==> src/rtl/pixel_stream_source.sv <==
// pixel_stream_source
//
// Pixel source for the HDMI path. RGB pixels arrive from a producer over a
// valid/ready stream and are buffered in a small FIFO. One pixel is
// released per active video cycle, aligned to the blank/hsync/vsync timing
// from the sync generator. All video outputs are registered so they can
// drive the encoder directly, one cycle behind the sync inputs.
//
// Underflow (FIFO empty mid-frame) and frame misalignment (SOF not at the
// frame start) are flagged sticky. In both cases the block shows FILL_RGB
// and resynchronises at the next frame boundary.
//
// Parameters
//   DEPTH     FIFO depth in pixels (power of two, at least 4)
//   FILL_RGB  colour shown on active cycles that have no valid pixel
//
// Ports
//   clk, reset_n               pixel clock, async active-low reset
//   s_valid, s_ready, s_data,  producer stream; s_sof marks pixel 0 of a
//   s_sof                      frame; s_ready = !full
//   blank, hsync, vsync        timing-generator inputs
//   err_clr                    clears the sticky error flags
//   blank_o, hsync_o, vsync_o  sync inputs delayed by one cycle
//   red, green, blue           pixel data aligned to blank_o
//   underflow, sof_err         sticky error flags
//   level                      FIFO occupancy
module pixel_stream_source #(
  parameter int          DEPTH    = 16,
  parameter logic [23:0] FILL_RGB = 24'hFF00FF
) (
  input  logic                     clk,
  input  logic                     reset_n,
  input  logic                     s_valid,
  output logic                     s_ready,
  input  logic [23:0]              s_data,
  input  logic                     s_sof,
  input  logic                     blank,
  input  logic                     hsync,
  input  logic                     vsync,
  input  logic                     err_clr,
  output logic                     blank_o,
  output logic                     hsync_o,
  output logic                     vsync_o,
  output logic [7:0]               red,
  output logic [7:0]               green,
  output logic [7:0]               blue,
  output logic                     underflow,
  output logic                     sof_err,
  output logic [$clog2(DEPTH):0]   level
);

  localparam int              AW         = $clog2(DEPTH);
  localparam logic [AW:0]     FULL_LEVEL = (AW + 1)'(DEPTH);

  typedef enum logic [1:0] {
    SEEK,
    WAIT,
    ACTIVE
  } state_t;

  typedef struct packed {
    logic        sof;
    logic [23:0] rgb;
  } entry_t;

  // ---------------------------------------------------------------------------
  // FIFO
  // ---------------------------------------------------------------------------
  entry_t          mem [DEPTH];
  logic [AW-1:0]   wr_ptr;
  logic [AW-1:0]   rd_ptr;
  logic            full;
  logic            empty;
  logic            push;
  logic            pop;
  entry_t          head;

  // Ready depends only on registered occupancy, so a full FIFO refuses a
  // push even when the FSM pops in the same cycle.
  assign full    = (level == FULL_LEVEL);
  assign empty   = (level == '0);
  assign s_ready = !full;
  assign push    = s_valid && !full;
  assign head    = mem[rd_ptr];

  // NOTE: the pixel storage has no reset; stale entries are unreachable
  // because the pointers and level are reset, and skipping the reset lets
  // the array map onto plain RAM.
  always_ff @(posedge clk) begin
    if (push) begin
      mem[wr_ptr] <= '{sof: s_sof, rgb: s_data};
    end
  end

  // NOTE: every register below is assigned with <= so all state updates
  // on an edge see the pre-edge values, independent of statement order.
  always_ff @(posedge clk or negedge reset_n) begin
    if (!reset_n) begin
      wr_ptr <= '0;
      rd_ptr <= '0;
      level  <= '0;
    end else begin
      if (push) wr_ptr <= wr_ptr + 1'b1;
      if (pop)  rd_ptr <= rd_ptr + 1'b1;
      case ({push, pop})
        2'b10:   level <= level + 1'b1;
        2'b01:   level <= level - 1'b1;
        default: level <= level;
      endcase
    end
  end

  // ---------------------------------------------------------------------------
  // Frame start detection: armed by vsync, fired on the first active cycle
  // ---------------------------------------------------------------------------
  logic frame_arm;
  logic frame_start;

  assign frame_start = !blank && frame_arm;

  always_ff @(posedge clk or negedge reset_n) begin
    if (!reset_n) begin
      frame_arm <= 1'b0;
    end else if (vsync) begin
      frame_arm <= 1'b1;
    end else if (!blank) begin
      frame_arm <= 1'b0;
    end
  end

  // ---------------------------------------------------------------------------
  // Alignment FSM
  // ---------------------------------------------------------------------------
  state_t        state;
  state_t        state_next;
  logic [23:0]   pix;
  logic          set_underflow;
  logic          set_sof_err;

  always_ff @(posedge clk or negedge reset_n) begin
    if (!reset_n) begin
      state <= SEEK;
    end else begin
      state <= state_next;
    end
  end

  // NOTE: all outputs of this block get a default before the case so no
  // path leaves one unassigned, which would otherwise infer a latch.
  always_comb begin
    state_next    = state;
    pop           = 1'b0;
    pix           = FILL_RGB;
    set_underflow = 1'b0;
    set_sof_err   = 1'b0;
    case (state)
      // Drop pixels until the head of the FIFO is a frame start.
      SEEK: begin
        if (!empty) begin
          if (head.sof) begin
            state_next = WAIT;
          end else begin
            pop = 1'b1;
          end
        end
      end
      // Hold the SOF pixel until the display reaches its frame start.
      WAIT: begin
        if (frame_start && !empty && head.sof) begin
          pop        = 1'b1;
          pix        = head.rgb;
          state_next = ACTIVE;
        end
      end
      ACTIVE: begin
        if (!blank) begin
          if (empty) begin
            set_underflow = 1'b1;
            state_next    = SEEK;
          end else if (head.sof) begin
            if (frame_start) begin
              pop = 1'b1;
              pix = head.rgb;
            end else begin
              // Producer frame ended early; keep its SOF for the next frame.
              set_sof_err = 1'b1;
              state_next  = WAIT;
            end
          end else begin
            if (frame_start) begin
              // Producer frame is longer than the display frame.
              set_sof_err = 1'b1;
              state_next  = SEEK;
            end else begin
              pop = 1'b1;
              pix = head.rgb;
            end
          end
        end
      end
      default: state_next = SEEK;
    endcase
  end

  // ---------------------------------------------------------------------------
  // Registered video outputs and sticky flags
  // ---------------------------------------------------------------------------
  always_ff @(posedge clk or negedge reset_n) begin
    if (!reset_n) begin
      blank_o <= 1'b1;
      hsync_o <= 1'b0;
      vsync_o <= 1'b0;
      red     <= '0;
      green   <= '0;
      blue    <= '0;
    end else begin
      blank_o <= blank;
      hsync_o <= hsync;
      vsync_o <= vsync;
      {red, green, blue} <= blank ? 24'h000000 : pix;
    end
  end

  // A set event in the same cycle as err_clr wins.
  always_ff @(posedge clk or negedge reset_n) begin
    if (!reset_n) begin
      underflow <= 1'b0;
      sof_err   <= 1'b0;
    end else begin
      if (set_underflow)  underflow <= 1'b1;
      else if (err_clr)   underflow <= 1'b0;
      if (set_sof_err)    sof_err   <= 1'b1;
      else if (err_clr)   sof_err   <= 1'b0;
    end
  end

endmodule
==> config.mk <==
export PLATFORM = sky130hd
export DESIGN_NAME = pixel_stream_source
export DESIGN_NICKNAME = d
export VERILOG_FILES = /design/src/rtl/pixel_stream_source.sv
export SDC_FILE = /design/constraint.sdc
export NUM_CORES = 1
export LEC_CHECK = 0
export ABC_CLOCK_PERIOD_IN_PS = 5700
export CORE_UTILIZATION = 36
export CTS_BUF_LIST = sky130_fd_sc_hd__clkbuf_4
export CTS_CLUSTER_SIZE = 14
export DETAILED_ROUTE_END_ITERATION = 8
export PLACE_DENSITY = 0.54
export SLEW_MARGIN = 20
export SYNTH_ARGS = -nofsm -noshare
export SYNTH_HDL_FRONTEND = slang
export SYNTH_SLANG_ARGS = --single-unit
==> constraint.sdc <==
create_clock -name clk -period 5.7 [get_ports clk]
set_input_delay 0.855 -clock clk [delete_from_list [all_inputs] [get_ports clk]]
set_output_delay 0.855 -clock clk [all_outputs]
set_load 0.005 [all_outputs]
# --- Yosys cells after proc, flatten, opt, wreduce, memory -nomap -nowiden ---
# Memory sizes are Yosys's and may differ from the RTL's.
# Cells that the tools add are included.
classes:
  addsub: 4
  eq_ne: 12
  muxes: 40
  reduce_logical: 13
op_table:
  columns: ["cell", "n"]
  rows:
  - ["$mux W24", 6]
  - ["$pmux W24 S2", 1]
  - ["$mux W1", 22]
  - ["$mux W2", 8]
  - ["$pmux W5 S2", 1]
  - ["$add A4 B1 Y4 const B", 2]
  - ["$ne A2 B2 Y1 const B", 4]
  - ["$ne A4 B4 Y1 const B", 2]
  - ["$pmux W2 S3", 1]
  - ["$reduce_and A6 Y1", 1]
  - ["$reduce_bool A2 Y1", 3]
  - ["$add A5 B1 Y5 const B", 1]
  - ["$eq A5 B5 Y1 const B", 1]
  - ["$logic_not A5 Y1", 1]
  - ["$sub A5 B1 Y5 const B", 1]
  - ["$eq A2 B1 Y1 const B", 2]
  - ["$eq A2 B2 Y1 const B", 2]
  - ["$logic_and A1 B1 Y1", 4]
  - ["$logic_not A1 Y1", 3]
  - ["$pmux W1 S3", 1]
  - ["$logic_not A2 Y1", 1]
  - ["$ne A2 B1 Y1 const B", 1]
totals:
  regBits: 45
  ramBits: 400
  input_bits: 32
  out_inout_bits: 35
  word_cells: 83
  mem_count: 1
mem_list:
  columns: ["name", "words", "word_bits", "read_ports", "rd_clocked_by_memory_dff", "write_ports", "line", "text"]
  rows:
  - ["mem", 16, 25, 1, 0, 1, "69", "entry_t mem [DEPTH];"]

# --- Logic depth before layout (Yosys ltp) ---
depth:
  depth_word: 9
  ltp_mapped: 15
  depth_no_buf: 15

# --- Worst setup path after synthesis ---
# Ideal clock, no wire load.
synth_timing:
  path_type: "input port to flip-flop"
  start: "input s_valid"
  end: "memory mem[3][0] (netlist name), enable pin"
  arrival_ps: 3133
  required_time_ps: 5262
  setup_slack_ps: 2128
  cell_stages: 4
  n_path_buf: 1
  cell_sequence: "and2_1 > clkbuf_1 > nand2_1 > nor3_1"
synth_via:
  elab_chain_cells: 3
synth_rtl:
  columns: ["element", "line", "text"]
  rows:
  - ["start: declaration", "33", "input logic s_valid,"]
  - ["$logic_and A1 B1 Y1", "83", "assign push = s_valid && !full;"]
  - ["$mux W1", "90", "if (push) begin"]
  - ["$mux W1 (implied by the code)", "91", "mem[wr_ptr] <= '{sof: s_sof, rgb: s_data};"]
  - ["end: declaration", "69", null]
# No other way between the ends.

# --- Worst setup path in the final report ---
layout_timing:
  start: "register rd_ptr[2]"
  end: "register level[4]"
layout_via:
  elab_chain_cells: 7
  elab_cells_between_ends: 13
layout_rtl:
  columns: ["element", "line", "text"]
  rows:
  - ["start: declaration", "71", "logic [AW-1:0] rd_ptr;"]
  - ["start signal: assignment", "104", "if (pop) rd_ptr <= rd_ptr + 1'b1;"]
  - ["$mem_v2 Z16 W25 (*)", null, null]
  - ["$mux W1", "180", "end else if (head.sof) begin"]
  - ["$mux W1", "177", "if (empty) begin"]
  - ["$mux W1", "176", "if (!blank) begin"]
  - ["$pmux W1 S3 (*)", "156", "case (state)"]
  - ["named net pop", "75", "logic pop;"]
  - ["$eq A2 B1 Y1 / $eq A2 B2 Y1 (equally long branches)", "105", "case ({push, pop})"]
  - ["$pmux W5 S2 / $reduce_bool A2 Y1 (equally long branches)", null, null]
  - ["end signal: assignment", "106", "2'b10: level <= level + 1'b1;"]
  - ["end signal: assignment", "107", "2'b01: level <= level - 1'b1;"]
  - ["end signal: assignment", "108", "default: level <= level;"]
  - ["end: declaration", "49", "output logic [$clog2(DEPTH):0] level"]
# The timed path passes the listed nets; every way through them passes the cells marked *.
# A chain may end at the register's enable or synchronous reset.

==> results summary <==
Summing the sequential cell areas from Yosys gives 76.9% of the chip area. The total cell area at the placement stage came out at 18700 µm². The detailed-router iteration count before antenna repair came out at 7. The die footprint came out at 48300 µm². Setup repair after global routing left no endpoint under its margin. The via density per instance came out at 4.99. The standard cell core area is 46700 µm².

The largest single stage delay on the critical path is 0.90 ns. The floorplan step set the die width to 220 µm. Among cell families on the critical path, the largest total delay comes from multiplexers.

The part of the cycle the worst path needs is 74.7%. For this block, the initial DRC count from the detailed router was 582. The post-synthesis instance total is 748. The required time at the worst-slack endpoint is 6.37 ns. The number of distinct library cells after synthesis came out at 35. STA classifies the critical path endpoint as a flip-flop. Between clock sinks in the finished design, the worst skew comes to 0.0418 ns. The net switching power is 2.89 mW. The total number of cells along the worst setup path came out at 13.

The slowest stage of the critical path is the sky130_fd_sc_hd__dfrtp_2 cell. The layout has 4064 filler cells. Per report_power, the clock group accounts for 27.9% of the total. The count of endpoints failing hold in the final timing report came out at 0. Global routing consumed, over all layers together, 16.3% of the routing resources.

The height of the die is 220 µm. The number of register bits inferred by synthesis is 445. The post-DP HPWL came out at 20400 µm.

The data arrival time at the worst-slack endpoint came out at 4.92 ns. The cts-stage hold buffer count is 0. The internal power of the cells totals 6.88 mW.

After clock tree synthesis, the repair step resized 0 gates. The share of total power dissipated in sequential elements is 43.8%. The final antenna-violating net count came out at 0. The placement row count is 79.

The start of the worst register-to-register path is rd_ptr[2]. The final layout net count came out at 964. The share of total power dissipated in combinational logic is 28.3%. STA classifies the critical path startpoint as a flip-flop. The sum of buffers and inverters on the critical path came out at 2. The worst voltage drop across the vdd grid is 0.000338 V.

The starting utilization of the core area is 36.6%. The reg2reg setup slack came out at 1.44 ns. The average cell area after synthesis is 22.8 µm². The run finished, with violations left. The fraction of registers with async set/reset came out at 10.1%.

The depth of the worst register-to-register path is 13. The count of vias placed by the detailed router is 8093. The final design area excluding fillers came out at 20200 µm². Subtracting the final worst setup slack from the clock period gives 4.26 ns. The total clock sinks came out at 445. The clock latency at the later pin of the worst-skew pair is 0.81 ns.

The max-slew violation total from the final report is 0. The layout overhead on the synthesized area is 18.3%. For this design the static power due to leakage is 6.68 nW. The reported max-cap violation count is 0. The count of endpoints failing setup in the final report came out at 0. After clock tree synthesis, the clock-pin slew on the worst setup and hold paths is 0.07 ns. The root buffer cell chosen for the clock tree is sky130_fd_sc_hd__clkbuf_4. Of the total power, the share spent switching nets is 29.6%. Timing would allow up to 0.235 GHz. Dividing the detail-routed wire length by the instance count gives 22.9 µm. The H-tree generated during clock tree synthesis spans 3 levels. The number of flops mapped to enable cells by yosys came out at 400. The headroom to the max-slew limit is 26.6%. The kind of path behind the tightest hold check is in -> async.

Of all nets on the critical path, the largest fanout is 22. The pin slew with the least headroom to its limit is 1.10 ns. The first-pass GRT wire length is 56300 µm. The maximum number of pins on one net before global-route repair is 100. In this run the power density over the cells is 484 nW/µm². After synthesis the cells add up to 17100 µm². The worst setup path is of the reg -> reg kind. The number of nets in the synthesized netlist is 794.

The quantity of I/O buffers inserted on ports came out at 66. The worst-case clock buffer depth came out at 3. The total global routing overflow came out at 0. The number of placed I/O pins is 67.

The worst register-to-register path ends at level[4]. The congestion estimate from routability-driven global placement came to 0.717. The most used flip-flop cell after synthesis is sky130_fd_sc_hd__edfxtp_1. The checks that failed: design-rule violations. Summed over all failing endpoints, the final setup total negative slack is 0 ns. The initial antenna violation count was 1.

The clock buffer count from CTS is 114. In the final layout, the share of cells above drive strength 1 is 35.1%. The count of unresolved DRC violations after routing is 8. TritonCTS built the clock tree. Walking the worst path, the cells encountered are mux4_1, mux4_2, mux2_4, o211a_4, ha_1, inv_1, fa_1, inv_1, a21o_1, a21oi_1, xnor2_1, nor2_1, xor2_1. The number of warnings issued by yosys is 0. The cell seen most often among critical-path stages is sky130_fd_sc_hd__inv_1. The via count of the first global-routing pass came out at 8886. The total setup buffers inserted after CTS is 0.

The aggregate routed wire length came out at 37200 µm.
-- layout by cell type, fill, tap and decap left out, types with 4 or more instances in the layout --
cell / instances
sky130_fd_sc_hd__a21o_1: 4
sky130_fd_sc_hd__a21oi_1: 10
sky130_fd_sc_hd__buf_4: 20
sky130_fd_sc_hd__clkbuf_4: 168
sky130_fd_sc_hd__clkdlybuf4s50_1: 65
sky130_fd_sc_hd__clkinv_1: 28
sky130_fd_sc_hd__clkinv_2: 7
sky130_fd_sc_hd__dfrtp_1: 40
sky130_fd_sc_hd__edfxtp_1: 400
sky130_fd_sc_hd__ha_1: 13
sky130_fd_sc_hd__inv_1: 14
sky130_fd_sc_hd__mux4_1: 4
sky130_fd_sc_hd__mux4_2: 121
sky130_fd_sc_hd__nand2_1: 12
sky130_fd_sc_hd__nand2b_1: 4
sky130_fd_sc_hd__nor2_1: 5
sky130_fd_sc_hd__nor2_4: 12
sky130_fd_sc_hd__nor2b_1: 11
sky130_fd_sc_hd__nor3_2: 4
sky130_fd_sc_hd__o21a_1: 14
sky130_fd_sc_hd__o21ai_0: 4
sky130_fd_sc_hd__xnor2_1: 9
sky130_fd_sc_hd__xor2_1: 4
-- how the worst max path moves through the flow --
stage | startpoint | endpoint | slack, ns
2_1_floorplan | s_valid | mem[3][0] | 2.13
3_3_place_gp | rd_ptr[2] | level[4] | 1.46
3_5_place_dp | rd_ptr[2] | level[4] | 1.41
4_1_cts | rd_ptr[2] | level[4] | 1.39
5_1_grt | rd_ptr[2] | level[4] | 1.17
6_report | rd_ptr[2] | level[4] | 1.44
-- routing by layer --
metal | global-route usage [%] | vias up | share of wire (%)
met4 | 6.60 | 0 | 2.0
met3 | 3.75 | 54 | 4.6
met5 | 0 | - | 0
met1 | 21.7 | 4284 | 45
li1 | - | 3543 | -
met2 | 25.7 | 212 | 49
-- kinds of logic after synthesis --
| logic type | synth area share [%] |
|---|---|
| buffers and inverters | 1.23 |
| DFF | 76.9 |
| muxes | 16.9 |
| AOI/OAI and AO/OA | 1.58 |
| adders and majority gates | 1.07 |
| xor gates and xnor gates | 0.667 |
| and+or+nand+nor | 1.64 |
-- state kept, by name, summed over array words and instances, names as in the netlist, 2 cells and up --
| name | count |
|---|---|
| wr_ptr | 4 |
| level | 5 |
| red | 8 |
| green | 8 |
| state | 2 |
| mem | 400 |
| rd_ptr | 4 |
| blue | 8 |
-- worst reg2reg max path, cell delays in order (launching register included) --
cell                      delay (ns)
sky130_fd_sc_hd__dfrtp_2        0.90
sky130_fd_sc_hd__mux4_1         0.67
sky130_fd_sc_hd__mux4_2         0.61
sky130_fd_sc_hd__mux2_4         0.35
sky130_fd_sc_hd__o211a_4        0.28
sky130_fd_sc_hd__ha_1           0.24
sky130_fd_sc_hd__inv_1          0.12
sky130_fd_sc_hd__fa_1           0.22
sky130_fd_sc_hd__inv_1          0.05
sky130_fd_sc_hd__a21o_1         0.17
sky130_fd_sc_hd__a21oi_1        0.17
sky130_fd_sc_hd__xnor2_1        0.13
sky130_fd_sc_hd__nor2_1         0.06
sky130_fd_sc_hd__xor2_1         0.14
-- stage by stage --
stage	hold WS [ns]	std cells	setup WS, ns	utilization, %	power [mW]
floorplan	0.513	748	2.13	-	6.20
global placement	0.526	1406	1.46	39.9	7.17
detailed placement	0.524	1409	1.41	40.1	7.20
CTS	0.142	1620	1.39	43.3	9.97
global route	0.206	1621	1.17	43.3	10.3
finish	0.210	1621	1.44	43.3	9.77
-- power by group through the flow --
stage                     sequential, mW  combinational (mW)  clock, mW
after floorplan                     4.15                2.05          0
after global placement              4.36                2.81          0
after detailed placement            4.36                2.84          0
after CTS                           4.30                2.85       2.82
after global routing                4.34                3.01       2.99
final                               4.28                2.77       2.72
-- area by class of cell --
cell class / count / area [µm²] / area share [%]
clock buffers: 168 / 1260 / 6.24
inverters: 14 / 52.6 / 0.260
diodes: 1 / 2.50 / 0.0124
repair buffers: 90 / 896 / 4.44
flip-flops and latches: 445 / 13100 / 65.1
clock inverters: 43 / 236 / 1.17
multi-input cells: 253 / 3840 / 19.0
well taps: 607 / 759 / 3.76
-- Yosys cell counts (9+ instances only) --
cell type / count / area, µm²
sky130_fd_sc_hd__ha_1: 13 / 163
sky130_fd_sc_hd__edfxtp_1: 400 / 12000
sky130_fd_sc_hd__inv_1: 14 / 52.6
sky130_fd_sc_hd__nor2b_1: 11 / 68.8
sky130_fd_sc_hd__mux4_2: 121 / 2730
sky130_fd_sc_hd__clkbuf_1: 18 / 67.6
sky130_fd_sc_hd__a21oi_1: 10 / 50.1
sky130_fd_sc_hd__o21a_1: 14 / 105
sky130_fd_sc_hd__dfrtp_1: 44 / 1100
sky130_fd_sc_hd__xnor2_1: 9 / 78.8
sky130_fd_sc_hd__nor2_1: 17 / 63.8
sky130_fd_sc_hd__nand2_1: 12 / 45.0
sky130_fd_sc_hd__buf_1: 10 / 37.5
Note: power is estimated with default switching activity, not from simulation.
